### config.mk
export PLATFORM = sky130hd
export DESIGN_NAME = el2_ifu_ic_miss_fill
export DESIGN_NICKNAME = d
export VERILOG_FILES = /design/src/rtl/el2_ifu_ic_miss_fill.sv
export SDC_FILE = /design/constraint.sdc
export NUM_CORES = 1
export LEC_CHECK = 0
export ABC_CLOCK_PERIOD_IN_PS = 1500
export BUFFER_PORTS_ARGS = -buffer_cell sky130_fd_sc_hd__clkbuf_2
export CAP_MARGIN = 20
export CORE_MARGIN = 2
export CORE_UTILIZATION = 42
export CTS_BUF_LIST = sky130_fd_sc_hd__clkbuf_2 sky130_fd_sc_hd__clkbuf_4 sky130_fd_sc_hd__clkbuf_8
export DETAILED_ROUTE_END_ITERATION = 7
export PLACE_DENSITY = 0.86
export SYNTH_ARGS = -nofsm -noshare
export SYNTH_HDL_FRONTEND = slang
export SYNTH_SLANG_ARGS = --single-unit
### constraint.sdc
create_clock -name clock -period 1.5 [get_ports clock]
set_input_delay 0.3 -clock clock [delete_from_list [all_inputs] [get_ports clock]]
set_output_delay 0.3 -clock clock [all_outputs]
set_load 0.05 [all_outputs]
### src/rtl/el2_ifu_ic_miss_fill.sv
// el2_ifu_ic_miss_fill
// -----------------------------------------------------------------------------
// Instruction-cache miss fill engine. When the fetch unit reports a miss, this
// block issues one AXI INCR read burst for the whole cache line and writes
// each returned 64-bit beat into the selected way of the I-cache data array.
// Only one read is ever outstanding.
//
// A flush abandons the fill. The block still finishes the AXI transaction, so
// the bus protocol stays legal: an AR that is already being offered is not
// withdrawn, and every remaining R beat is accepted without being written.
// An error response on any beat stops all further writes for that line. The
// done pulse then reports the error.
//
// Ports
//   clock, reset                 single clock, synchronous active-high reset
//   io_miss_req/addr/way         miss request, fetch address [31:1], one-hot way
//   io_flush                     abandon the current fill
//   io_ifu_axi_ar*               AR channel (line-aligned INCR burst)
//   io_ifu_axi_r*                R channel (rid is not checked)
//   io_ic_wr_en/addr/data        data-array write port, one cycle after each beat
//   io_miss_busy                 engine is not idle
//   io_fill_done/io_fill_err     end-of-fill pulse and its error qualifier
//   io_ifu_pmu_bus_trxn/busy     PMU event strobes
// -----------------------------------------------------------------------------
module el2_ifu_ic_miss_fill #(
  parameter int LINE_BEATS = 8,
  parameter int WAYS       = 2,
  parameter int AXI_ID     = 0
) (
  input  logic            clock,
  input  logic            reset,

  input  logic            io_miss_req,
  input  logic [30:0]     io_miss_addr,
  input  logic [WAYS-1:0] io_miss_way,
  input  logic            io_flush,

  output logic            io_ifu_axi_arvalid,
  input  logic            io_ifu_axi_arready,
  output logic [31:0]     io_ifu_axi_araddr,
  output logic [2:0]      io_ifu_axi_arid,
  output logic [7:0]      io_ifu_axi_arlen,
  output logic [2:0]      io_ifu_axi_arsize,
  output logic [1:0]      io_ifu_axi_arburst,

  input  logic            io_ifu_axi_rvalid,
  output logic            io_ifu_axi_rready,
  input  logic [63:0]     io_ifu_axi_rdata,
  input  logic [1:0]      io_ifu_axi_rresp,

  output logic [WAYS-1:0] io_ic_wr_en,
  output logic [30:0]     io_ic_wr_addr,
  output logic [63:0]     io_ic_wr_data,

  output logic            io_miss_busy,
  output logic            io_fill_done,
  output logic            io_fill_err,
  output logic            io_ifu_pmu_bus_trxn,
  output logic            io_ifu_pmu_bus_busy
);

  localparam int CW = $clog2(LINE_BEATS);
  // Mask of the in-line offset bits. The mask is in [31:1] units, so a line of
  // LINE_BEATS*8 bytes spans LINE_BEATS*4 halfwords.
  localparam logic [30:0] LINE_MASK = 31'(LINE_BEATS * 4 - 1);

  typedef enum logic [1:0] {
    IDLE  = 2'd0,
    ADDR  = 2'd1,
    DATA  = 2'd2,
    DRAIN = 2'd3
  } state_e;

  state_e          state_q, state_d;
  logic [30:0]     line_q, line_d;
  logic [WAYS-1:0] way_q, way_d;
  logic [CW-1:0]   cnt_q, cnt_d;
  logic            err_q, err_d;
  logic            abandon_q, abandon_d;
  logic [WAYS-1:0] wr_en_q, wr_en_d;
  logic [30:0]     wr_addr_q, wr_addr_d;
  logic [63:0]     wr_data_q, wr_data_d;
  logic            done_q, done_d;
  logic            done_err_q, done_err_d;

  logic            arvalid;
  logic            rready;
  logic            ar_hs;
  logic            r_hs;
  logic            last_beat;
  logic            beat_bad;

  // Next-state and datapath logic. The write port is registered, so each beat
  // is written one cycle after it is accepted. The done pulse shares that
  // register stage, which lines it up with the final write.
  always_comb begin
    state_d    = state_q;
    line_d     = line_q;
    way_d      = way_q;
    cnt_d      = cnt_q;
    err_d      = err_q;
    abandon_d  = abandon_q;
    wr_en_d    = '0;
    wr_addr_d  = '0;
    wr_data_d  = '0;
    done_d     = 1'b0;
    done_err_d = 1'b0;

    arvalid   = (state_q == ADDR);
    rready    = (state_q == DATA) || (state_q == DRAIN);
    ar_hs     = arvalid & io_ifu_axi_arready;
    r_hs      = rready & io_ifu_axi_rvalid;
    last_beat = (cnt_q == CW'(LINE_BEATS - 1));
    beat_bad  = (io_ifu_axi_rresp != 2'b00);

    unique case (state_q)
      IDLE: begin
        if (io_miss_req && !io_flush) begin
          state_d   = ADDR;
          line_d    = io_miss_addr & ~LINE_MASK;
          way_d     = io_miss_way;
          cnt_d     = '0;
          err_d     = 1'b0;
          abandon_d = 1'b0;
        end
      end

      ADDR: begin
        // arvalid must stay up once it is offered. A flush here only records
        // that the data must be thrown away.
        if (io_flush) begin
          abandon_d = 1'b1;
        end
        if (ar_hs) begin
          cnt_d   = '0;
          state_d = (abandon_q || io_flush) ? DRAIN : DATA;
        end
      end

      DATA: begin
        if (r_hs) begin
          cnt_d = cnt_q + CW'(1);
          if (beat_bad) begin
            err_d = 1'b1;
          end
          if (!io_flush && !beat_bad && !err_q) begin
            wr_en_d   = way_q;
            wr_addr_d = line_q + (31'(cnt_q) << 2);
            wr_data_d = io_ifu_axi_rdata;
          end
          // When a flush arrives on the last beat, the burst is already
          // complete. Return to IDLE, but do not report the fill as done.
          if (last_beat) begin
            state_d = IDLE;
            if (!io_flush) begin
              done_d     = 1'b1;
              done_err_d = err_q | beat_bad;
            end
          end else if (io_flush) begin
            state_d = DRAIN;
          end
        end else if (io_flush) begin
          state_d = DRAIN;
        end
      end

      DRAIN: begin
        if (r_hs) begin
          cnt_d = cnt_q + CW'(1);
          if (last_beat) begin
            state_d = IDLE;
          end
        end
      end

      default: state_d = IDLE;
    endcase
  end

  // State and datapath registers. Reset discards any fill in flight.
  always_ff @(posedge clock) begin
    if (reset) begin
      state_q    <= IDLE;
      line_q     <= '0;
      way_q      <= '0;
      cnt_q      <= '0;
      err_q      <= 1'b0;
      abandon_q  <= 1'b0;
      wr_en_q    <= '0;
      wr_addr_q  <= '0;
      wr_data_q  <= '0;
      done_q     <= 1'b0;
      done_err_q <= 1'b0;
    end else begin
      state_q    <= state_d;
      line_q     <= line_d;
      way_q      <= way_d;
      cnt_q      <= cnt_d;
      err_q      <= err_d;
      abandon_q  <= abandon_d;
      wr_en_q    <= wr_en_d;
      wr_addr_q  <= wr_addr_d;
      wr_data_q  <= wr_data_d;
      done_q     <= done_d;
      done_err_q <= done_err_d;
    end
  end

  // All outputs are forced low while reset is asserted, so nothing reaches the
  // bus or the array in the cycle before the registers clear. The AR attribute
  // fields are driven only while arvalid is high.
  assign io_ifu_axi_arvalid  = arvalid & ~reset;
  assign io_ifu_axi_araddr   = io_ifu_axi_arvalid ? {line_q, 1'b0} : '0;
  assign io_ifu_axi_arid     = io_ifu_axi_arvalid ? 3'(AXI_ID) : '0;
  assign io_ifu_axi_arlen    = io_ifu_axi_arvalid ? 8'(LINE_BEATS - 1) : '0;
  assign io_ifu_axi_arsize   = io_ifu_axi_arvalid ? 3'd3 : '0;
  assign io_ifu_axi_arburst  = io_ifu_axi_arvalid ? 2'b01 : '0;
  assign io_ifu_axi_rready   = rready & ~reset;

  assign io_ic_wr_en         = reset ? '0 : wr_en_q;
  assign io_ic_wr_addr       = reset ? '0 : wr_addr_q;
  assign io_ic_wr_data       = reset ? '0 : wr_data_q;

  assign io_miss_busy        = (state_q != IDLE) & ~reset;
  assign io_fill_done        = done_q & ~reset;
  assign io_fill_err         = done_err_q & ~reset;
  assign io_ifu_pmu_bus_trxn = io_ifu_axi_arvalid & io_ifu_axi_arready;
  assign io_ifu_pmu_bus_busy = io_ifu_axi_arvalid & ~io_ifu_axi_arready;

endmodule

# == Yosys cells after proc, flatten, opt, wreduce, memory -nomap -nowiden ==
# Index checks and enable logic that the tools add are counted.
# totals
regBits,134
latch_bits,0
ramBits,0
romBits,0
in_bits,105
out_inout_bits,152
word_cells,90
n_memories,0
# classes
addsub,2
mul,0
div,0
magnitude_cmp,0
eq_ne,12
n_shift,0
muxes,27
n_bitwise,16
reduce_logical,22
# op_table
op,count
$mux W64,1
$mux W32,1
$add A31 B5 Y31,1
$mux W31,1
$mux W2,9
$mux W3,4
$ne A2 B2 Y1 const B,6
$and A1 B1 Y1,9
$pmux W3 S3,1
$pmux W2 S4,1
$reduce_and A4 Y1,2
$reduce_bool A2 Y1,4
$reduce_or A4 Y1,2
$mux W1,7
$not A1 Y1,6
$reduce_and A3 Y1,2
$reduce_or A5 Y1,1
$eq A2 B2 Y1 const B,2
$ne A2 B1 Y1 const B,2
$pmux W1 S2,2
$add A3 B1 Y3 const B,1
$eq A3 B3 Y1 const B,1
$logic_and A1 B1 Y1,3
$logic_not A1 Y1,3
6 further kinds,7

# == Depth between registers and ports, before layout ==
# Gate-level depths: netlist of the first run.
# depth
word_depth,6
depth_mapped,6
depth_no_buf,5

# == Least setup slack after synthesis of the first run ==
# No wires, ideal clock.
# synth_timing
path_type,input port to output port
startpoint,input port reset
endpoint,output port io_ifu_axi_araddr[22]
arrival_time_ns,1.942
t_required_ns,1.200
slack_ns,-0.742
cell_stages,4
path_buffers,2
cell_sequence,buf_2 > nor3b_1 > clkbuf_1 > and2_1
# synth_between
elab_chain_len,3
# synth_lines
item,line_no,rtl
start: declaration,31,"input logic reset,"
$not A1 Y1,212,assign io_ifu_axi_arvalid = arvalid & ~reset;
$and A1 B1 Y1,212,
named net io_ifu_axi_arvalid,38,"output logic io_ifu_axi_arvalid,"
$mux W32,213,"assign io_ifu_axi_araddr = io_ifu_axi_arvalid ? {line_q, 1'b0} : '0;"
end: declaration,40,"output logic [31:0] io_ifu_axi_araddr,"
# The timed path passes the listed nets, and every way through them passes these cells.

# == Worst setup path in the final report of the first run ==
# layout_timing
startpoint,register state_q[0]
endpoint,output port io_ifu_axi_araddr[24]
# layout_between
elab_chain_len,3
# layout_lines
item,line_no,rtl
start: declaration,74,"state_e state_q, state_d;"
start signal: assignment,195,state_q <= state_d;
$eq A2 B1 Y1,109,arvalid = (state_q == ADDR);
$and A1 B1 Y1,212,
$mux W32,213,
# Every way passes these cells.

==> results of run 1 <==
-- synth_stat cells --
library cell,number,area [sq um]
nand2_1,59,221
buf_6,7,78.8
nor2b_1,99,619
and3_1,1,6.26
nor3_4,1,16.3
and2_1,123,769
nor4b_4,1,23.8
a32o_1,1,10.0
a211oi_1,2,15.0
inv_1,2,7.51
a31oi_1,2,12.5
o21ai_0,2,10.0
a21oi_1,31,155
or3_4,1,11.3
or4b_1,1,10.0
conb_1,1,3.75
a32oi_1,1,8.76
a311oi_1,1,8.76
ha_1,2,25.0
nor2_1,5,18.8
or3b_2,1,8.76
buf_4,24,180
buf_1,1,3.75
nor3b_1,1,7.51
or3_1,2,12.5
dfxtp_1,132,2640
xor2_1,1,8.76
nor4b_1,1,8.76
buf_2,4,20.0
a31o_2,1,8.76
clkbuf_1,24,90.1
o2bb2ai_1,1,8.76
-- metrics by stage --
| step | power (mW) | hold WS, ns | utilization | std cells |
|---|---|---|---|---|
| CTS | 7.64 | 0.0270 | 0.710 | 940 |
| global route | 7.99 | 0.0270 | 0.746 | 948 |
| floorplan | 4.26 | 0.422 | - | 553 |
| finish | 7.72 | 0.0532 | 0.746 | 948 |
| global placement | 4.52 | 0.439 | 0.601 | 895 |
| detailed placement | 4.53 | 0.449 | 0.601 | 895 |
-- area by class of cell --
class                           instances  area [sq um]  share of cell area
Clock buffer                           23           292              0.0338
Clock inverter                          9           104              0.0120
Inverter                                2          7.51            0.000870
Multi-Input combinational cell        359          2430               0.282
Sequential cell                       132          2650               0.307
Tap cell                              143           179              0.0207
Timing Repair Buffer                  280          2970               0.344
-- registers in the layout, summed over array words and instances, names as in the netlist --
register and flops:
wr_data_q 64, wr_addr_q 29, line_q 26, cnt_q 3, state_q 2, way_q 2
wr_en_q 2, abandon_q 1, done_err_q 1, done_q 1, err_q 1
-- repair_timing --
item	4_1_cts	5_1_grt
cloned	5	7
setup buffers	8	2
setup endpoints to repair	122	233
pin swaps	18	14
gates resized for setup	154	168
-- per-layer routing --
layer  vias up  track usage
met5         -            0
met4         0        0.108
met3        41       0.0776
met2       237        0.436
met1      2148        0.247
li1       2134            -
-- worst max path at each step --
stage | from | to | slack (ns)
after detailed placement | reset | io_ifu_pmu_bus_trxn | -0.14
final | state_q[0]$_SDFFE_PP0P_ | io_ifu_axi_araddr[24] | -0.43
after global routing | state_q[0]$_SDFFE_PP0P_ | io_ifu_axi_araddr[24] | -0.49
after global placement | reset | io_ifu_pmu_bus_trxn | -0.13
after floorplan | reset | io_fill_err | -0.13
after CTS | state_q[1]$_SDFFE_PP0P_ | io_ifu_axi_araddr[10] | -0.43
-- kinds of logic (layout without fill, tap and decap cells) --
group	Yosys count	in the layout
DFF	132	132
xor gates and xnor gates	1	1
and+or+nand+nor	296	296
adders and majority gates	2	2
other	1	18
buffers and inverters	62	314
AOI/OAI and AO/OA	42	42
-- placed cells by master, fill, tap and decap left out, drive strengths merged, types with 3 or more instances in the layout --
cell type and instances:
dfxtp 132, clkbuf 186, a21oi 31, buf 117, nand2 59, nor2b 99
and2 123, or3 3, clkinv 5, nor2 5, conb 18
-- power by group --
part / switching, mW / total (mW) / internal (mW)
sequential: 0.0496 / 3.61 / 3.57
clock: 1.37 / 3.00 / 1.63
combinational: 0.620 / 1.10 / 0.480
total: 2.04 / 7.72 / 5.67
-- critical path, cell delays in order (launching register included) --
cell	delay (ns)
dfxtp_2	0.35
nor3b_4	0.22
buf_6	0.16
buf_6	0.14
and2_4	0.16
clkbuf_16	0.15
==> summary.txt, run 1 <==
status - complete, but fails checks
failing checks - negative setup slack
first-pass GRT wire length - 23400 microns
maximum buffer depth of the clock tree - 2
gpl congestion - 0.789
clock skew - 0.0135 ns
Routed WL - 16700 microns
largest family of logic cells by synthesized area - simple AND/OR/NAND/NOR gates
Vias - 4560
Setup Slack @ Placement - -0.138 ns
data arrival time of the worst path - 1.63 ns
Syn Inst Count - 536
dpl hpwl - 8700 microns
Pwr Density - 894 nW/um^2
largest net degree at the start of global routing - 34
R2R Path End - line_q[14]$_SDFFE_PP0P_
R2R cell count - 5
Worst Path Required - 1.20 ns
GRT overflow - 0
leakage - 3.84 nW
gr usage total - 0.238
CTS tree - yes
warnings from Yosys - 0
Antenna Cells - 0
Reg clk slew, reported paths - 0.08 ns
port bufs - 233
Die Wd - 113 microns
Total Negative Setup Slacks - -19.21 ns
R2R Path Start - state_q[1]$_SDFFE_PP0P_
hold path depth - 2
simple-gate share of the synthesized area - 0.345
finished layout cell area - 8630 sq um
post-synthesis mux area share - 0
Starting Density - 0.435
max cap viols - 0
Clock Latency Late Sink - 0.44 ns
slack of the critical path - -0.426 ns
Fillers - 733
Synth cell types - 32
Tmin final - 1.93 ns
Area growth syn-to-layout - 71.5%
crit start category - register
Synth Area in Compound Gates - 0.0472
Wirelength per Cell - 17.6 microns
vias in the first global route - 4542
total iterations of the first detailed-routing run - 4
Post-Synth XOR/XNOR Area - 0.00174
number of H-tree levels - 4
final-report setup violation count - 162
die height - 113 microns
WHS Endpoint - wr_data_q[44]$_SDFF_PP0_
endpoint class of the critical path - output port
Residual DRC - 0
Crit Path Max Fanout - 6
hold buffers post-CTS - 0
Clock Tree Root - clkbuf_8
maximum vdd ir drop - 0.000689 V
Post-DP Area - 6950 sq um
DR WL met3 - 1300 microns
DRT iter0 DRCs - 293
Final Hold Viols - 0
core box area - 11600 sq um
WL met2 - 8890 microns
final net count - 899
antenna violations before repair - 0
min-delay src - io_ifu_axi_rdata[44]
register area share after synthesis - 0.525
I/O Pins - 257
syn_area_per_cell - 9.39 sq um
Final period util - 1.28
fraction of layout cells with a size suffix above 1 - 0.544
fmax - 519 MHz
Top Layer Used - met4
die area - 12900 sq um
CTS Buf Count - 17
wl on met1 - 5990 microns
drt via density - 4.81
Hold/Removal Path Class - in2reg
R2R setup slack - -0.12 ns
#FFs+latches synth - 132
RSZ-0062 raised after global routing - true
Critical Setup Path Class - reg2out
area share of fa/ha/maj cells after synthesis - 0.00497
row count - 39
cell area after synthesis - 5030 sq um
Final Max Slew Viols - 0
TritonCTS Sinks - 132
ANT nets after route - 0
(Power assumes the default switching activity.)
==> inputs of run 2 (changes only) <==
Settings changed: ABC_CLOCK_PERIOD_IN_PS 1500 to 2300, CORE_UTILIZATION 42 to 51, PLACE_DENSITY 0.86 to 0.95.
Clock period 1.5 ns to 2.3 ns, I/O delays scaled along.
==> summary.txt, run 2 (synthesis results as in run 1) <==
Wirelength per Cell - 12.0 microns (was 17.6 microns)
crit path to - io_ifu_axi_araddr[20] (was io_ifu_axi_araddr[24])
Final Hold Viols - 0 (unchanged)
critical path's top delay family - buffers and inverters (unchanged)
Reg clk slew, reported paths - 0.08 ns (about the same)
maximum vdd ir drop - 0.000597 V (was 0.000689 V)
commonest non-fill, non-tap cell in the layout - clkbuf_2 (was dfxtp_1)
status - complete, no violations (was complete, but fails checks)
number of flip-flops in the largest register - 64 (unchanged)
R2R setup slack - 0.67 ns (was -0.12 ns)
DRT iter0 DRCs - 89 (was 293)
fmax - 474 MHz
clock share of power - 0.447 (was 0.389)
gr usage total - 0.196 (was 0.238)
Starting Density - 0.520 (was 0.435)
GRT overflow - 0 (unchanged)
maximum buffer depth of the clock tree - 2 (unchanged)
first-pass GRT wire length - 16100 microns (was 23400 microns)
Worst Path Required - 1.84 ns (was 1.20 ns)
core box area - 9680 sq um (was 11600 sq um)
critical path, cell by cell - nor3b_2 -> buf_4 -> and2_1 -> clkbuf_2 (was nor3b_4 -> buf_6 -> buf_6 -> and2_4 -> clkbuf_16)
final-report setup violation count - 0 (was 162)
Largest Register - wr_data_q (unchanged)
Critical Setup Path Class - reg2out (unchanged)
CTS Buf Count - 17 (unchanged)
Crit Path Max Fanout - 24 (was 6)
data arrival time of the worst path - 1.65 ns (was 1.63 ns)
Non-Filler Instances - 902 (was 948)
Routed WL - 10800 microns (was 16700 microns)
Post-CTS Resized - 0 (was 154)
row count - 36 (was 39)
Total Negative Setup Slacks - 0 ns (was -19.21 ns)
CP max stage cell - dfxtp_1 (was dfxtp_2)
gpl congestion - 0.747 (was 0.789)
Residual DRC - 0 (unchanged)
R2R Path Start - state_q[0]$_SDFFE_PP0P_ (was state_q[1]$_SDFFE_PP0P_)
R2R Path End - wr_addr_q[19]$_SDFF_PP0_ (was line_q[14]$_SDFFE_PP0P_)
Critical Path Stages - 4 (was 5)
CTS tree - yes (unchanged)
Die Wd - 103 microns (was 113 microns)
endpoint class of the critical path - output port (unchanged)
Final period util - 0.917
antenna violations before repair - 0 (unchanged)
RSZ-0062 raised after global routing - false (was true)
port bufs - 233 (unchanged)
sw power - 1.20 mW (was 2.04 mW)
combinational group share of total power - 0.092 (was 0.143)
finished layout cell area - 6680 sq um (was 8630 sq um)
slew at the pin with the worst max-slew slack - 0.564 ns
largest net degree at the start of global routing - 66 (was 34)
max cap viols - 0 (unchanged)
leakage - 3.24 nW (was 3.84 nW)
Tmin final - 2.11 ns
min-delay src - io_ifu_axi_rdata[27] (was io_ifu_axi_rdata[44])
die height - 103 microns (was 113 microns)
Area growth syn-to-layout - 32.6% (was 71.5%)
Fillers - 766 (was 733)
Worst slew margin - 0.624
Cells after DPL - 872 (was 895)
delay of the slowest critical-path stage - 0.32 ns (was 0.35 ns)
drt via density - 4.46 (was 4.81)
total iterations of the first detailed-routing run - 5 (was 4)
switching share of total power - 0.237 (was 0.265)
Final Max Slew Viols - 0 (unchanged)
R2R cell count - 5 (unchanged)
vias in the first global route - 3565 (was 4542)
Antenna Cells - 0 (unchanged)
Post-DP Area - 6200 sq um (was 6950 sq um)
clock skew - 0.0117 ns (was 0.0135 ns)
Hold/Removal Path Class - in2reg (unchanged)
fraction of layout cells with a size suffix above 1 - 0.367 (was 0.544)
Vias - 4020 (was 4560)
Clock Latency Late Sink - 0.41 ns (was 0.44 ns)
Clock Tree Root - clkbuf_8 (unchanged)
Critical path buffers and inverters - 2 (was 3)
dpl hpwl - 8070 microns (was 8700 microns)
number of H-tree levels - 4 (unchanged)
Pwr Density - 763 nW/um^2 (was 894 nW/um^2)
Internal - 3.89 mW (was 5.67 mW)
die area - 10700 sq um (was 12900 sq um)
Top Registers - wr_data_q x64, wr_addr_q x29, line_q x26 (unchanged)
I/O Pins - 257 (unchanged)
most frequent cells in the layout - clkbuf_2 (230), dfxtp_1 (132), and2_1 (123), nor2b_1 (99), nand2_1 (59) (was dfxtp_1 (130), clkbuf_2 (103), and2_1 (86), nor2b_2 (64), nand2_1 (56))
Critical path origin - state_q[1]$_SDFFE_PP0P_ (was state_q[0]$_SDFFE_PP0P_)
ANT nets after route - 0 (unchanged)
hold buffers post-CTS - 0 (unchanged)
crit start category - register (unchanged)
final net count - 865 (was 899)
Reg power frac - 0.461 (was 0.469)
postcts setup bufs - 0 (was 8)
TritonCTS Sinks - 132 (unchanged)
[run 2: cell count changes in the layout (fill, tap and decap cells not counted), sizes merged]
cell	before	now
clkinv	5	3
inv	2	3
bufinv	2	6
buf	117	16
clkbuf	186	248
[run 2: worst register-to-register path, delay by kind of cell, from the launching register on]
kind / cells / cell delay [ns]
DFF: 1 / 0.31
and+or+nand+nor: 3 / 0.82
buffers and inverters: 2 / 0.46
[run 2: per-stage QoR]
step	total power [mW]	util	hold WS (ns)	setup slack, ns
6_report	5.09	0.689	0.242	0.190
2_1_floorplan	2.74	-	0.427	0.0691
3_3_place_gp	2.86	0.641	0.434	0.342
5_1_grt	5.31	0.689	0.202	0.0544
3_5_place_dp	2.87	0.641	0.449	0.328
4_1_cts	5.15	0.689	0.215	0.139
[run 2: worst min path at each step]
| stage | endpoint | cells past startpoint |
|---|---|---|
| 2_1_floorplan | err_q$_SDFFE_PP0P_ | 2 |
| 3_3_place_gp | err_q$_SDFFE_PP0P_ | 2 |
| 3_5_place_dp | err_q$_SDFFE_PP0P_ | 2 |
| 4_1_cts | wr_data_q[27]$_SDFF_PP0_ | 2 |
| 5_1_grt | wr_data_q[8]$_SDFF_PP0_ | 2 |
| 6_report | wr_data_q[27]$_SDFF_PP0_ | 2 |
[run 2: final cells by class]
class,instances,area (sq um),area share
multi-input cells,359,2080,0.311
flip-flops and latches,132,2640,0.396
inverters,2,7.51,0.00112
repair buffers,246,1310,0.196
well taps,133,166,0.0249
clock buffers,18,241,0.0362
clock inverters,12,230,0.0345
[run 2: routing by layer]
metal | vias up | track usage | part of all wire | wire length (microns)
li1 | 2058 | - | - | -
met1 | 1761 | 0.195 | 0.37 | 4020
met2 | 184 | 0.357 | 0.51 | 5520
met3 | 17 | 0.0907 | 0.099 | 1070
met4 | 0 | 0.0749 | 0.017 | 181
met5 | - | 0 | 0 | 0
[run 2: power groups by stage]
stage / combinational (mW) / clock (mW) / sequential, mW
after floorplan: 0.347 / 0 / 2.39
after global placement: 0.461 / 0 / 2.40
after detailed placement: 0.468 / 0 / 2.40
after CTS: 0.470 / 2.33 / 2.35
after global routing: 0.507 / 2.45 / 2.35
final: 0.466 / 2.28 / 2.35
==> inputs of run 3 (changes only) <==
==> constraint.sdc (replaced) <==
create_clock -name clock -period 2.3 [get_ports clock]
set_input_delay 0.23 -clock clock [delete_from_list [all_inputs] [get_ports clock]]
set_output_delay 0.23 -clock clock [all_outputs]
set_load 0.05 [all_outputs]
==> summary.txt, run 3 (synthesis results as in run 1) <==
status - complete, no violations (unchanged)
gpl congestion - 0.777 (was 0.747)
ANT nets after route - 0 (unchanged)
port bufs - 233 (unchanged)
R2R setup slack - 0.61 ns (was 0.67 ns)
maximum buffer depth of the clock tree - 2 (unchanged)
Vias - 4355 (was 4020)
antenna violations before repair - 0 (unchanged)
endpoint class of the critical path - output port (unchanged)
finished layout cell area - 7120 sq um (was 6680 sq um)
row count - 36 (unchanged)
DRT iter0 DRCs - 98 (was 89)
crit start category - register (unchanged)
Antenna Cells - 0 (unchanged)
first-pass GRT wire length - 19300 microns (was 16100 microns)
Wirelength per Cell - 13.4 microns (was 12.0 microns)
core box area - 9680 sq um (unchanged)
WHS Endpoint - line_q[9]$_SDFFE_PP0P_ (was wr_data_q[27]$_SDFF_PP0_)
Total Negative Setup Slacks - 0 ns (unchanged)
Residual DRC - 0 (unchanged)
R2R Path Start - state_q[1]$_SDFFE_PP0P_ (was state_q[0]$_SDFFE_PP0P_)
CTS Buf Count - 17 (unchanged)
maximum vdd ir drop - 0.000364 V (was 0.000597 V)
number of H-tree levels - 4 (unchanged)
die area - 10700 sq um (unchanged)
GRT overflow - 0 (unchanged)
hold path depth - 3 (was 2)
Final Hold Viols - 0 (unchanged)
leakage - 3.43 nW (was 3.24 nW)
gr usage total - 0.237 (was 0.196)
Final Max Slew Viols - 0 (unchanged)
total iterations of the first detailed-routing run - 5 (unchanged)
vias in the first global route - 4118 (was 3565)
number of flip-flops in the largest register - 64 (unchanged)
dpl hpwl - 7860 microns (was 8070 microns)
most frequent cells in the layout - clkbuf_2 (231), dfxtp_1 (130), and2_1 (123), nor2b_1 (99), nand2_1 (59) (was clkbuf_2 (230), dfxtp_1 (132), and2_1 (123), nor2b_1 (99), nand2_1 (59))
Starting Density - 0.520 (unchanged)
Reg clk slew, reported paths - 0.08 ns (about the same)
min-delay src - io_miss_addr[9] (was io_ifu_axi_rdata[27])
Critical Setup Path Class - reg2out (unchanged)
clock skew - 0.0136 ns (was 0.0117 ns)
Clock Tree Root - clkbuf_8 (unchanged)
Die Wd - 103 microns (unchanged)
Post-DP Area - 6150 sq um (was 6200 sq um)
drt via density - 4.58 (was 4.46)
Hold/Removal Path Class - in2reg (unchanged)
final-report setup violation count - 0 (unchanged)
Clock Latency Late Sink - 0.42 ns (was 0.41 ns)
die height - 103 microns (unchanged)
R2R Path End - line_q[8]$_SDFFE_PP0P_ (was wr_addr_q[19]$_SDFF_PP0_)
Final period util - 0.917 (about the same)
commonest non-fill, non-tap cell in the layout - clkbuf_2 (unchanged)
R2R cell count - 4 (was 5)
Routed WL - 12700 microns (was 10800 microns)
data arrival time of the worst path - 1.88 ns (was 1.65 ns)
Pwr Density - 699 nW/um^2 (was 763 nW/um^2)
CTS tree - yes (unchanged)
Fillers - 659 (was 766)
max cap viols - 0 (unchanged)
Top Registers - wr_data_q x64, wr_addr_q x29, line_q x26 (unchanged)
largest net degree at the start of global routing - 73 (was 66)
Largest Register - wr_data_q (unchanged)
final core utilization - 0.736 (was 0.689)
Tmin final - 2.11 ns (about the same)
RSZ-0062 raised after global routing - false (unchanged)
fmax - 474 MHz (about the same)
final net count - 913 (was 865)
I/O Pins - 257 (unchanged)
Area growth syn-to-layout - 41.5% (was 32.6%)
Worst Path Required - 2.07 ns (was 1.84 ns)
TritonCTS Sinks - 132 (unchanged)
Crit Path Max Fanout - 24 (unchanged)
fraction of layout cells with a size suffix above 1 - 0.342 (was 0.367)
## run 3: changes by cell type in the layout (fill, tap and decap cells not counted), moves of 2 or more
cell           change
buf_4              -7
bufinv_16          -2
clkinv_2           +2
dfxtp_1            -2
dfxtp_2            +2
dlygate4sd3_1     +53
## run 3: power by group
| group | internal, mW | leakage [nW] | switching (mW) | total (mW) |
|---|---|---|---|---|
| sequential | 2.33 | 1.07 | 0.0345 | 2.36 |
| clock | 1.22 | 0.216 | 0.884 | 2.11 |
| combinational | 0.196 | 2.14 | 0.320 | 0.516 |
| total | 3.74 | 3.43 | 1.24 | 4.98 |
## run 3: final cells by class
cell class / count / area (sq um) / share of cell area
inverters: 2 / 7.51 / 0.00105
well taps: 133 / 166 / 0.0234
flip-flops and latches: 132 / 2650 / 0.371
clock buffers: 19 / 255 / 0.0358
multi-input cells: 359 / 2080 / 0.292
clock inverters: 12 / 180 / 0.0253
repair buffers: 294 / 1790 / 0.251
## run 3: what timing repair did
action	CTS	global route
setup endpoints to repair	1	1
hold buffers	52	1
gates resized for setup	1	4
buffers inserted	0	0
hold endpoints to repair	52	1
## run 3: per-layer routing
layer	up-vias	global-route usage	wire, microns	part of all wire
met4	0	0.108	376	0.030
met3	26	0.0773	993	0.078
met2	191	0.425	6520	0.51
met1	1982	0.252	4820	0.38
met5	-	0	0	0
li1	2156	-	-	-
## run 3: worst max-delay path by stage
stage                                  from                     to  slack (ns)  depth (start not counted)
finish              state_q[0]$_SDFFE_PP0P_    io_ifu_pmu_bus_busy        0.19                          4
CTS                 state_q[1]$_SDFFE_PP0P_    io_ifu_pmu_bus_busy        0.01                          4
detailed placement  state_q[0]$_SDFFE_PP0P_    io_ifu_pmu_bus_busy        0.45                          4
global placement    state_q[0]$_SDFFE_PP0P_    io_ifu_pmu_bus_busy        0.49                          4
floorplan           state_q[0]$_SDFFE_PP0P_  io_ifu_axi_araddr[22]        0.14                          4
global route        state_q[0]$_SDFFE_PP0P_    io_ifu_pmu_bus_busy        0.04                          4
## run 3: metrics by stage
step                      hold slack [ns]  power, mW  setup slack (ns)  std cells
after floorplan                     0.352       2.74             0.142        553
after global placement              0.429       2.84             0.495        867
after detailed placement            0.431       2.85             0.453        867
after CTS                        0.000670       5.00            0.0138        950
after global routing              0.00174       5.17            0.0361        951
final                              0.0274       4.98             0.191        951
## run 3: worst max-delay path, stage by stage (launching register included)
cell and delay (ns):
dfxtp_2 0.44, nor3b_2 0.29, buf_6 0.23, nor2b_1 0.24
clkbuf_4 0.28
